### src/rtl/commit_snapshot_ctrl.sv
// Buffers retired-instruction commit records in a small FIFO and presents one
// architectural snapshot (next PC plus full shadow GPR file) per record to a sink.
module commit_snapshot_ctrl #(
    parameter int NR_REGS = 16,
    parameter int DEPTH   = 4
) (
    input  logic                  clk,
    input  logic                  resetn,
    input  logic                  flush,
    input  logic                  commit_valid,
    output logic                  commit_ready,
    input  logic [31:0]           commit_npc,
    input  logic                  commit_wen,
    input  logic [4:0]            commit_rd,
    input  logic [31:0]           commit_wdata,
    output logic                  snap_valid,
    input  logic                  snap_ready,
    output logic [31:0]           snap_npc,
    output logic [NR_REGS*32-1:0] snap_gprs,
    output logic [31:0]           snap_count
);

    localparam int AW = (DEPTH > 1) ? $clog2(DEPTH) : 1;

    typedef enum logic {
        IDLE,
        PRESENT
    } state_t;

    state_t state_reg, state_next;

    logic [31:0]   fifo_npc   [DEPTH];
    logic          fifo_wen   [DEPTH];
    logic [4:0]    fifo_rd    [DEPTH];
    logic [31:0]   fifo_wdata [DEPTH];

    logic [AW-1:0] wr_ptr_reg;
    logic [AW-1:0] rd_ptr_reg;
    logic [AW:0]   count_reg;
    logic [31:0]   snap_npc_reg;
    logic [31:0]   snap_count_reg;

    logic          fifo_empty;
    logic          fifo_full;
    logic          push;
    logic          pop;
    logic          snap_hs;
    logic [31:0]   head_npc;
    logic          head_wen;
    logic [4:0]    head_rd;
    logic [31:0]   head_wdata;

    assign fifo_empty   = (count_reg == '0);
    assign fifo_full    = (count_reg == (AW+1)'(DEPTH));
    // Full is judged on the current occupancy only, so a pop never frees a slot in the same cycle.
    assign commit_ready = resetn & ~fifo_full & ~flush;
    assign push         = commit_valid & commit_ready;
    assign snap_hs      = (state_reg == PRESENT) & snap_ready;

    assign head_npc   = fifo_npc[rd_ptr_reg];
    assign head_wen   = fifo_wen[rd_ptr_reg];
    assign head_rd    = fifo_rd[rd_ptr_reg];
    assign head_wdata = fifo_wdata[rd_ptr_reg];

    always_comb begin
        state_next = state_reg;
        pop        = 1'b0;
        if (flush) begin
            state_next = IDLE;
        end else begin
            case (state_reg)
                IDLE: begin
                    if (!fifo_empty) begin
                        pop        = 1'b1;
                        state_next = PRESENT;
                    end
                end
                PRESENT: begin
                    if (snap_ready) begin
                        if (!fifo_empty) begin
                            pop = 1'b1;
                        end else begin
                            state_next = IDLE;
                        end
                    end
                end
                default: state_next = IDLE;
            endcase
        end
    end

    // Record storage carries no reset; validity is tracked by the pointers and count.
    always_ff @(posedge clk) begin
        if (push) begin
            fifo_npc[wr_ptr_reg]   <= commit_npc;
            fifo_wen[wr_ptr_reg]   <= commit_wen;
            fifo_rd[wr_ptr_reg]    <= commit_rd;
            fifo_wdata[wr_ptr_reg] <= commit_wdata;
        end
    end

    always_ff @(posedge clk) begin
        if (!resetn) begin
            state_reg      <= IDLE;
            wr_ptr_reg     <= '0;
            rd_ptr_reg     <= '0;
            count_reg      <= '0;
            snap_npc_reg   <= '0;
            snap_count_reg <= '0;
        end else begin
            state_reg <= state_next;
            if (flush) begin
                wr_ptr_reg <= '0;
                rd_ptr_reg <= '0;
                count_reg  <= '0;
            end else begin
                if (push) wr_ptr_reg <= wr_ptr_reg + AW'(1);
                if (pop)  rd_ptr_reg <= rd_ptr_reg + AW'(1);
                count_reg <= count_reg + (AW+1)'(push) - (AW+1)'(pop);
            end
            if (pop) snap_npc_reg <= head_npc;
            if (snap_hs) snap_count_reg <= snap_count_reg + 32'd1;
        end
    end

    // Shadow GPR file: x0 is hardwired to zero, out-of-range rd never matches any slot.
    generate
        for (genvar gi = 0; gi < NR_REGS; gi++) begin : g_gpr
            if (gi == 0) begin : g_zero
                assign snap_gprs[31:0] = 32'd0;
            end else begin : g_reg
                logic [31:0] gpr_reg;
                always_ff @(posedge clk) begin
                    if (!resetn) begin
                        gpr_reg <= '0;
                    end else if (pop && head_wen && (head_rd == 5'(gi))) begin
                        gpr_reg <= head_wdata;
                    end
                end
                assign snap_gprs[gi*32 +: 32] = gpr_reg;
            end
        end
    endgenerate

    assign snap_valid = (state_reg == PRESENT);
    assign snap_npc   = snap_npc_reg;
    assign snap_count = snap_count_reg;

endmodule

### config.mk
export PLATFORM = sky130hd
export DESIGN_NAME = commit_snapshot_ctrl
export DESIGN_NICKNAME = d
export VERILOG_FILES = /design/src/rtl/commit_snapshot_ctrl.sv
export SDC_FILE = /design/constraint.sdc
export NUM_CORES = 1
export LEC_CHECK = 0
export CORE_AREA = 3 3 286 288
export DETAILED_ROUTE_END_ITERATION = 12
export DIE_AREA = 0 0 289 291
export DONT_BUFFER_PORTS = 1
export PLACE_DENSITY_LB_ADDON = 0.2
export SETUP_SLACK_MARGIN = 0.3
export SYNTH_ARGS = -nofsm -noshare
export SYNTH_HDL_FRONTEND = slang
export SYNTH_SLANG_ARGS = --single-unit
### constraint.sdc
create_clock -name clk -period 3.4 [get_ports clk]
set_input_delay 0.68 -clock clk [delete_from_list [all_inputs] [get_ports clk]]
set_output_delay 0.68 -clock clk [all_outputs]
set_load 0.005 [all_outputs]
==> results of run 1 <==
[layer usage]
layer / vias to the layer above / routed length [um] / global-route usage [%]
li1: 8276 / - / -
met1: 9204 / 35290 / 24.36
met2: 613 / 40990 / 32.28
met3: 161 / 8193 / 7.753
met4: 0 / 3534 / 7.622
met5: - / 0 / 0
[cell families (layout without fill, tap and decap cells)]
| logic type | after synthesis | count (layout) |
|---|---|---|
| AO/OA/AOI/OAI | 80 | 80 |
| XOR/XNOR | 13 | 13 |
| adder cells (fa/ha/maj) | 8 | 8 |
| buffers and inverters | 226 | 224 |
| flip-flops | 834 | 834 |
| multiplexers | 550 | 550 |
| other | 1 | 32 |
| AND/OR/NAND/NOR | 702 | 702 |
[path summary, 6_finish.rpt]
| path | from | to | cells past startpoint |
|---|---|---|---|
| max | resetn | g_gpr[12].g_reg.gpr_reg[19] | 2 |
| min | commit_npc[13] | fifo_npc[3][13] | 0 |
| max reg2reg | flip-flop | g_gpr[12].g_reg.gpr_reg[19] | 4 |
| min reg2reg | snap_npc[26] | snap_npc[26] | 2 |
[cell type report]
cell class,count,area share [%]
Sequential cell,834,56.44
Multi-Input combinational cell,1385,29.73
Inverter,15,0.1629
Tap cell,1050,3.802
Timing Repair Buffer,50,1.304
Clock inverter,31,1.133
Clock buffer,128,7.430
[synth_stat cells, drive strengths merged]
library cell	instances	share of area, %
or3	11	0.22
and4	5	0.14
o31ai	11	0.27
fa	1	0.065
or4b	1	0.032
nand2	592	7.2
nor4	2	0.040
and3	3	0.061
a211oi	1	0.024
ha	7	0.28
or4	12	0.29
nor2b	10	0.20
o21ai	11	0.18
mux2i	481	16
nor2	19	0.26
clkbuf	110	1.3
edfxtp	280	27
mux4	69	5.0
nand2b	2	0.040
conb	1	0.012
a21oi	55	0.89
dfxtp	554	36
o311ai	1	0.028
nor3	3	0.048
buf	101	2.9
xnor2	8	0.23
o41ai	1	0.028
nand3	10	0.16
and2	7	0.14
xor2	5	0.14
nand4	25	1.2
inv	15	0.18
[worst register-to-register path, stage by stage (launching register included)]
cell,delay (ns)
dfxtp_2,0.43
buf_4,0.59
mux4_2,0.62
nand2_1,0.72
mux2i_1,0.17
[metrics by stage]
stage               area [sq um]  power (mW)  setup WS [ns]  utilization (%)  hold slack, ns
global placement           31590       10.97         0.6879            39.93          0.4686
CTS                        34550       20.61         0.6370            43.67         0.06883
finish                     34550       20.37        -0.6917            43.67          0.1187
global route               34550       21.02         0.4222            43.67         0.07197
floorplan                  31130       10.94         0.4385                -          0.4527
detailed placement         31590       10.98         0.6361            39.93          0.4711
[power by group]
| group | internal (mW) | leakage, nW | switching [mW] |
|---|---|---|---|
| registers | 10.3 | 6.99 | 0.0294 |
| clock network | 5.60 | 1.45 | 4.01 |
| logic | 0.106 | 6.40 | 0.272 |
| total | 16.1 | 14.8 | 4.31 |
[placed cells by master (no fill, tap or decap), types with 11 or more instances in the layout]
cell type	synthesis	final
dfxtp_1	554	551
nand2_1	592	592
conb_1	1	32
clkbuf_16	0	91
inv_1	13	13
clkbuf_8	0	15
mux4_2	69	69
o21ai_0	11	11
nor2_1	17	17
clkinv_2	0	14
edfxtp_1	280	280
clkbuf_1	110	21
mux2i_1	481	481
or4_1	12	12
nand4_4	15	15
o31ai_1	11	11
a21oi_1	55	55
or3_1	11	11
buf_4	40	44
==> results.yml, run 1 <==
cts:
  cts_tree: "done"
  cts_buffers: 88
  cts-root-buf: "clkbuf_16"
  clk_pin_slew_ns: 0.06
  cts_resized: 0
  clock_sinks: 834
  insertion_delay_ns: 0.65
  cts-hold-fix-buffers: 0
  h-tree-depth: 3
  clock_path_buffers: 3
  post-cts-setup-buffers: 0
timing:
  hold_violations: 0
  skew_ns: 0.04938
  setup_viol: 331
  tns_ns: -123.13
  max_slew_margin_pct: -122.7
  finalMaxSlewViolations: 410
  rsz0062_at_grt: "no"
  max_slew.worst_pin.slew_ns: 3.340
  setup_slack_ns: -0.6917
  fin_crit_ns: 4.092
  fmax_mhz: 244.4
  min_period_over_period_pct: 120.3
yosys:
  synth-simple-area-share_pct: 10.04
  synth_top_family_by_area: "multiplexers"
  synth_warnings: 0
  syn_area_per_cell_sq_um: 12.84
  ys_seq_area_share_pct: 62.89
  netlist_area_sq_um: 31010
  ys_types: 39
  synth_compound_area_share_pct: 1.412
  synth_cells: 2414
  synth_mux_area_share_pct: 20.54
  synth-adder-area-share_pct: 0.3470
  synth_xor_xnor_area_share_pct: 0.3672
  ys_ff_latch: 834
worst_setup_path:
  slowest_stage: "nand2_1"
  reg2reg_setup_slack_ns: 0.69
  cpLargestDelayFamily: "simple AND/OR/NAND/NOR gates"
  crit_chain: "nand2_1, mux2i_1"
  crit_fanout: 518
  crit_arrival_ns: 4.54
  timing.critical_path.from_type: "primary input"
  worstPathRequired_ns: 3.85
  cp-end-kind: "flip-flop"
  cp_num_buf_inv: 0
  critPathKind: "in -> reg"
  critPathMaxStageDelay_ns: 2.11
die:
  initial_core_util_pct: 39.18
  die_area_sq_um: 84100
  die_x_um: 289
  ios: 653
  die_y_um: 291
  core_sq_um: 79130
  num_rows: 103
place:
  placedCellCount: 3334
  place.port_buffers: 0
  gp_congestion: 0.7796
  dp_hpwl_um: 57810
finish:
  multi_input_area_sq_um: 10270
  area_growth_syn_to_layout_pct: 11.44
  final_cells: 3493
  ff_latch_area_sq_um: 19500
  nets: 2457
  antenna_cells: 0
  fillers: 7132
  largest_reg_flops: 480
  drive_gt1_share_pct: 11.50
power_and_ir_drop:
  total_leakage_power_nw: 14.84
  ir_worst_vdd_uv: 465.1
  power.density_nw_per_um2: 589.6
routing:
  drtIter0Drc: 1209
  avgViaCountPerCell: 5.226
  antenna_left: 0
  via_count: 18250
  first_pass_iters: 5
  wl_um: 88010
  drc_errors: 0
  post_drt_wl_per_cell_um: 25.19
outcome:
  violations: "max-slew violations, negative setup slack"
  status: "finished, violations left"
run:
  cap_violations: 0
global_route:
  grt_use_total_pct: 20.09
  grt_max_degree: 519
  grt_pass1_wl_um: 125400
  overflow: 0
  grt_pass1_vias: 18090
  antenna_found_initial: 1
min_path:
  hold_class: "in -> reg"
(Power assumes the default switching activity.)
==> run 2, diff against run 1 <==
Settings changed: CAP_MARGIN set to 20, CORE_AREA 3 3 286 288 to 3 3 369 225, DIE_AREA 0 0 289 291 to 0 0 372 228.
==> run 2 against run 1 <==
  * Non-clock buffer count up 6
  * Combinational power rose by 1%
  * Die area grew 0.85%
  * Highest routed layer unchanged
  * The run still ends with max-slew violations, negative setup slack left
  * Critical endpoint is now g_gpr[6].g_reg.gpr_reg[30]
==> results.yml, run 2 (same netlist as run 1, synthesis figures left out) <==
die:
  initial_core_util_pct: 38.96
  num_rows: 80
  core_sq_um: 79580
  die_y_um: 228
  die_x_um: 372
  ios: 653
  die_area_sq_um: 84820
min_path:
  hold_class: "in -> reg"
timing:
  holdWs_ns: 0.1067
  setup_slack_ns: -0.4489
  finalMaxSlewViolations: 429
  hold_violations: 0
  max_slew_margin_pct: -103.8
  rsz0062_at_grt: "no"
  fmax_mhz: 259.8
  fin_crit_ns: 3.849
  skew_ns: 0.02220
  min_period_over_period_pct: 113.2
  setup_viol: 114
  tns_ns: -29.70
  max_slew.worst_pin.slew_ns: 3.057
place:
  placedCellCount: 3354
  placed_cell_area_sq_um: 31680
  place.port_buffers: 0
  gp_congestion: 0.8075
  dp_hpwl_um: 57430
cts:
  clock_path_buffers: 3
  cts_buffers: 80
  clk_pin_slew_ns: 0.07
  cts_tree: "done"
  clock_sinks: 834
  cts_resized: 0
  cts-hold-fix-buffers: 0
  post-cts-setup-buffers: 0
  h-tree-depth: 3
  cts-root-buf: "clkbuf_16"
  insertion_delay_ns: 0.66
finish:
  drive_gt1_share_pct: 11.44
  layout_common_cells: "592 x nand2_1, 551 x dfxtp_1, 481 x mux2i_1, 280 x edfxtp_1, 83 x clkbuf_16"
  final_cells: 3505
  antenna_cells: 0
  final_util_pct: 43.25
  nets: 2455
  design_area_sq_um: 34420
  fillers: 7255
  largest_reg_flops: 480
  area_growth_syn_to_layout_pct: 11.01
  layout_commonest_cell: "nand2_1"
global_route:
  grt_max_degree: 519
  overflow: 0
  grt_pass1_vias: 18210
  grt_pass1_wl_um: 126300
  antenna_found_initial: 0
  grt_use_total_pct: 20.01
worst_setup_path:
  crit_chain: "nand2_1, mux2i_1"
  timing.critical_path.from_type: "primary input"
  critPathMaxStageDelay_ns: 2.03
  slowest_stage: "nand2_1"
  critPathKind: "in -> reg"
  cp-end-kind: "flip-flop"
  cpLargestDelayFamily: "simple AND/OR/NAND/NOR gates"
  cp_num_buf_inv: 0
  worstPathRequired_ns: 3.89
  crit_arrival_ns: 4.34
  crit_fanout: 518
routing:
  post_drt_wl_per_cell_um: 24.89
  avgViaCountPerCell: 5.196
  drtIter0Drc: 1154
  first_pass_iters: 5
  drc_errors: 0
  via_count: 18210
  wl_um: 87250
  antenna_left: 0
outcome:
  status: "finished, violations left"
  violations: "max-slew violations, negative setup slack"
power_and_ir_drop:
  ir_worst_vdd_uv: 318.6
  power.density_nw_per_um2: 576.8
  total_leakage_power_nw: 14.78
run:
  cap_violations: 0
## run 2: cell count changes in the layout (fill, tap and decap cells not counted), moves of 2 or more
cell / before / now
buf_12: 6 / 11
clkbuf_1: 21 / 18
clkbuf_16: 91 / 83
clkbuf_8: 15 / 17
clkinv_16: 4 / 0
clkinv_2: 14 / 11
inv_6: 2 / 6
## run 2: cell type report
| type | instances | area [sq um] | area share, % |
|---|---|---|---|
| sequential | 834 | 19510 | 56.67 |
| multi-input combinational | 1385 | 10270 | 29.84 |
| clock buffer | 119 | 2386 | 6.932 |
| tap | 1066 | 1334 | 3.875 |
| timing repair buffer | 56 | 558.0 | 1.621 |
| clock inverter | 30 | 309.0 | 0.8979 |
| inverter | 15 | 56.30 | 0.1636 |
## run 2: stage by stage
stage / power (mW) / worst slack (ns)
final: 19.85 / -0.4489
after global routing: 20.53 / 0.4591
after global placement: 10.98 / 0.4660
after CTS: 20.09 / 0.4726
after detailed placement: 10.98 / 0.3312
after floorplan: 10.94 / 0.4385
## run 2: final timing paths
check              startpoint                          end  slack (ns)  depth (start not counted)
max                    resetn   g_gpr[6].g_reg.gpr_reg[30]       -0.45                          2
min          commit_wdata[14]            fifo_wdata[3][14]        0.11                          0
max reg2reg        snap_valid  g_gpr[14].g_reg.gpr_reg[23]        0.60                          6
min reg2reg      snap_npc[19]                 snap_npc[19]        0.48                          2
## run 2: report_power, final
group | leakage, nW | internal [mW] | switching, mW
registers | 6.99 | 10.3 | 0.0277
clock network | 1.33 | 5.22 | 3.88
logic | 6.46 | 0.110 | 0.274
## run 2: layer usage
layer / part of all wire, % / global-route usage, % / wire, um
met2: 48 / 32.76 / 41800
met3: 8.5 / 7.201 / 7413
met5: 0 / 0 / 0
met1: 41 / 24.94 / 36040
met4: 2.3 / 5.491 / 1999
## run 2: worst reg2reg max path: stages (launching register included)
cell and delay, ns:
dfxtp_1 0.39, nor2b_1 0.19, or3_1 0.35, inv_2 0.08, buf_4 0.36, nand4_4 0.85, mux2i_1 0.47
==> run 3, diff against run 2 <==
Settings changed: ABC_CLOCK_PERIOD_IN_PS set to 3400, GPL_TIMING_DRIVEN set to 0.
==> run 3 against run 2 <==
  * The flow now finishes without violations
  * Global-route usage grew 2.6 points
  * Die area is the same
  * Final cell count grew 4.6%
  * Sequential power is essentially flat
  * Clock skew grew 0.0054 ns
  * Flip-flop and latch count is the same
  * Register-to-register slack lost 0.24 ns
  * Combinational power grew 59%
  * Via count grew 5.2%
  * Critical path depth grew 12
  * Utilization grew 1.1 points
  * Power grew 1.5%
  * Largest power group unchanged
  * Highest routed layer unchanged
==> results.yml, run 3 (same netlist as run 1, synthesis figures left out) <==
cts:
  insertion_delay_ns: 0.68
  cts_tree: "done"
  cts_buffers: 81
  clk_pin_slew_ns: 0.07
  clock_path_buffers: 3
  h-tree-depth: 3
  cts-root-buf: "clkbuf_16"
  clock_sinks: 834
routing:
  antenna_left: 0
  post_drt_wl_per_cell_um: 26.72
  wl_um: 97930
  first_pass_iters: 6
  via_count: 19170
  drtIter0Drc: 1401
  avgViaCountPerCell: 5.230
  drc_errors: 0
outcome:
  status: "completed"
timing:
  holdWs_ns: 0.08976
  finalMaxSlewViolations: 0
  skew_ns: 0.02756
  max_slew.worst_pin.slew_ns: 1.072
  fin_crit_ns: 3.041
  fmax_mhz: 328.8
  rsz0062_at_grt: "yes"
  setup_slack_ns: 0.3587
  hold_violations: 0
  max_slew_margin_pct: 28.56
  setup_viol: 0
  min_period_over_period_pct: 89.45
power_and_ir_drop:
  total_power_mw: 20.16
  total_leakage_power_nw: 15.20
  power.density_nw_per_um2: 571.0
  ir_worst_vdd_uv: 319.1
finish:
  drive_gt1_share_pct: 12.52
  layout_commonest_cell: "nand2_1"
  area_growth_syn_to_layout_pct: 13.88
  final_cells: 3665
  nets: 2615
  layout_common_cells: "589 x nand2_1, 552 x dfxtp_1, 481 x mux2i_1, 280 x edfxtp_1, 128 x clkbuf_1"
  largest_reg_flops: 480
  final_util_pct: 44.37
worst_setup_path:
  crit_arrival_ns: 3.57
  slowest_stage: "fa_1"
  critPathKind: "reg -> reg"
  crit_chain: "nor2b_1, or3_1, buf_2, inv_4, buf_6, buf_4, ha_1, inv_1, ha_1, inv_1, fa_1, xor2_1, xnor2_1, nor2_1"
  reg2reg_setup_slack_ns: 0.36
  worstPathRequired_ns: 3.93
  timing.critical_path.from_type: "flip-flop"
  critPathMaxStageDelay_ns: 0.39
  crit_fanout: 10
  cp-end-kind: "flip-flop"
place:
  dp_hpwl_um: 72180
  place.port_buffers: 0
  gp_congestion: 0.8521
  placedCellCount: 3515
  pre_cts_slack_ns: -0.4591
die:
  die_x_um: 372
  die_area_sq_um: 84820
  die_y_um: 228
  initial_core_util_pct: 38.96
  ios: 653
  core_sq_um: 79580
  num_rows: 80
run:
  cap_violations: 0
global_route:
  grt_pass1_vias: 19140
  overflow: 0
  grt_use_total_pct: 22.60
  grt_max_degree: 55
  antenna_found_initial: 3
  grt_pass1_wl_um: 138900
min_path:
  hold_class: "in -> reg"
[run 3: stage by stage]
step                TNS, ns  area [sq um]
floorplan                 0         31130
global placement    -151.56         32460
detailed placement   -16.59         32580
CTS                       0         35290
global route              0         35300
finish                    0         35310
[run 3: timing repair]
action                                  4_1_cts  5_1_grt
resized for setup                             5       11
buffers inserted                              0        0
endpoints found under the setup margin       35       34
hold buffers                                  0        0
[run 3: routing by layer]
layer / part of all wire, % / GRT usage (%)
met5: 0 / 0
met4: 3.3 / 7.297
met3: 9.4 / 8.222
met2: 44 / 33.80
met1: 43 / 30.42
[run 3: power by group]
part	switching [mW]	internal [mW]
registers	0.0247	10.3
clock network	3.99	5.20
logic	0.462	0.147
total	4.47	15.7
[run 3: final timing paths]
kind / cells after the start / start / end
worst max register to register: 14 / snap_valid / count_reg[2]
worst min-delay path: 0 / commit_wdata[28] / fifo_wdata[1][28]
worst max-delay path: 14 / snap_valid / count_reg[2]
worst min register to register: 2 / g_gpr[9].g_reg.gpr_reg[4] / g_gpr[9].g_reg.gpr_reg[4]
[run 3: cell type report]
type / count / area [sq um]
Fill cell: 7238 / 44270
Sequential cell: 834 / 19500
Multi-Input combinational cell: 1385 / 10280
Clock buffer: 112 / 2233
Tap cell: 1066 / 1334
Buffer: 211 / 1323
Clock inverter: 35 / 464.2
Timing Repair Buffer: 4 / 110.1
Inverter: 15 / 58.81
Antenna cell: 3 / 7.507
[run 3: worst max-delay path, delay by kind of cell, from the launching register on]
kind	cells	cell delay, ns
buf+inv	6	0.87
simple gates	3	0.55
flops	1	0.36
fa+ha+maj	3	0.77
xor+xnor	2	0.34
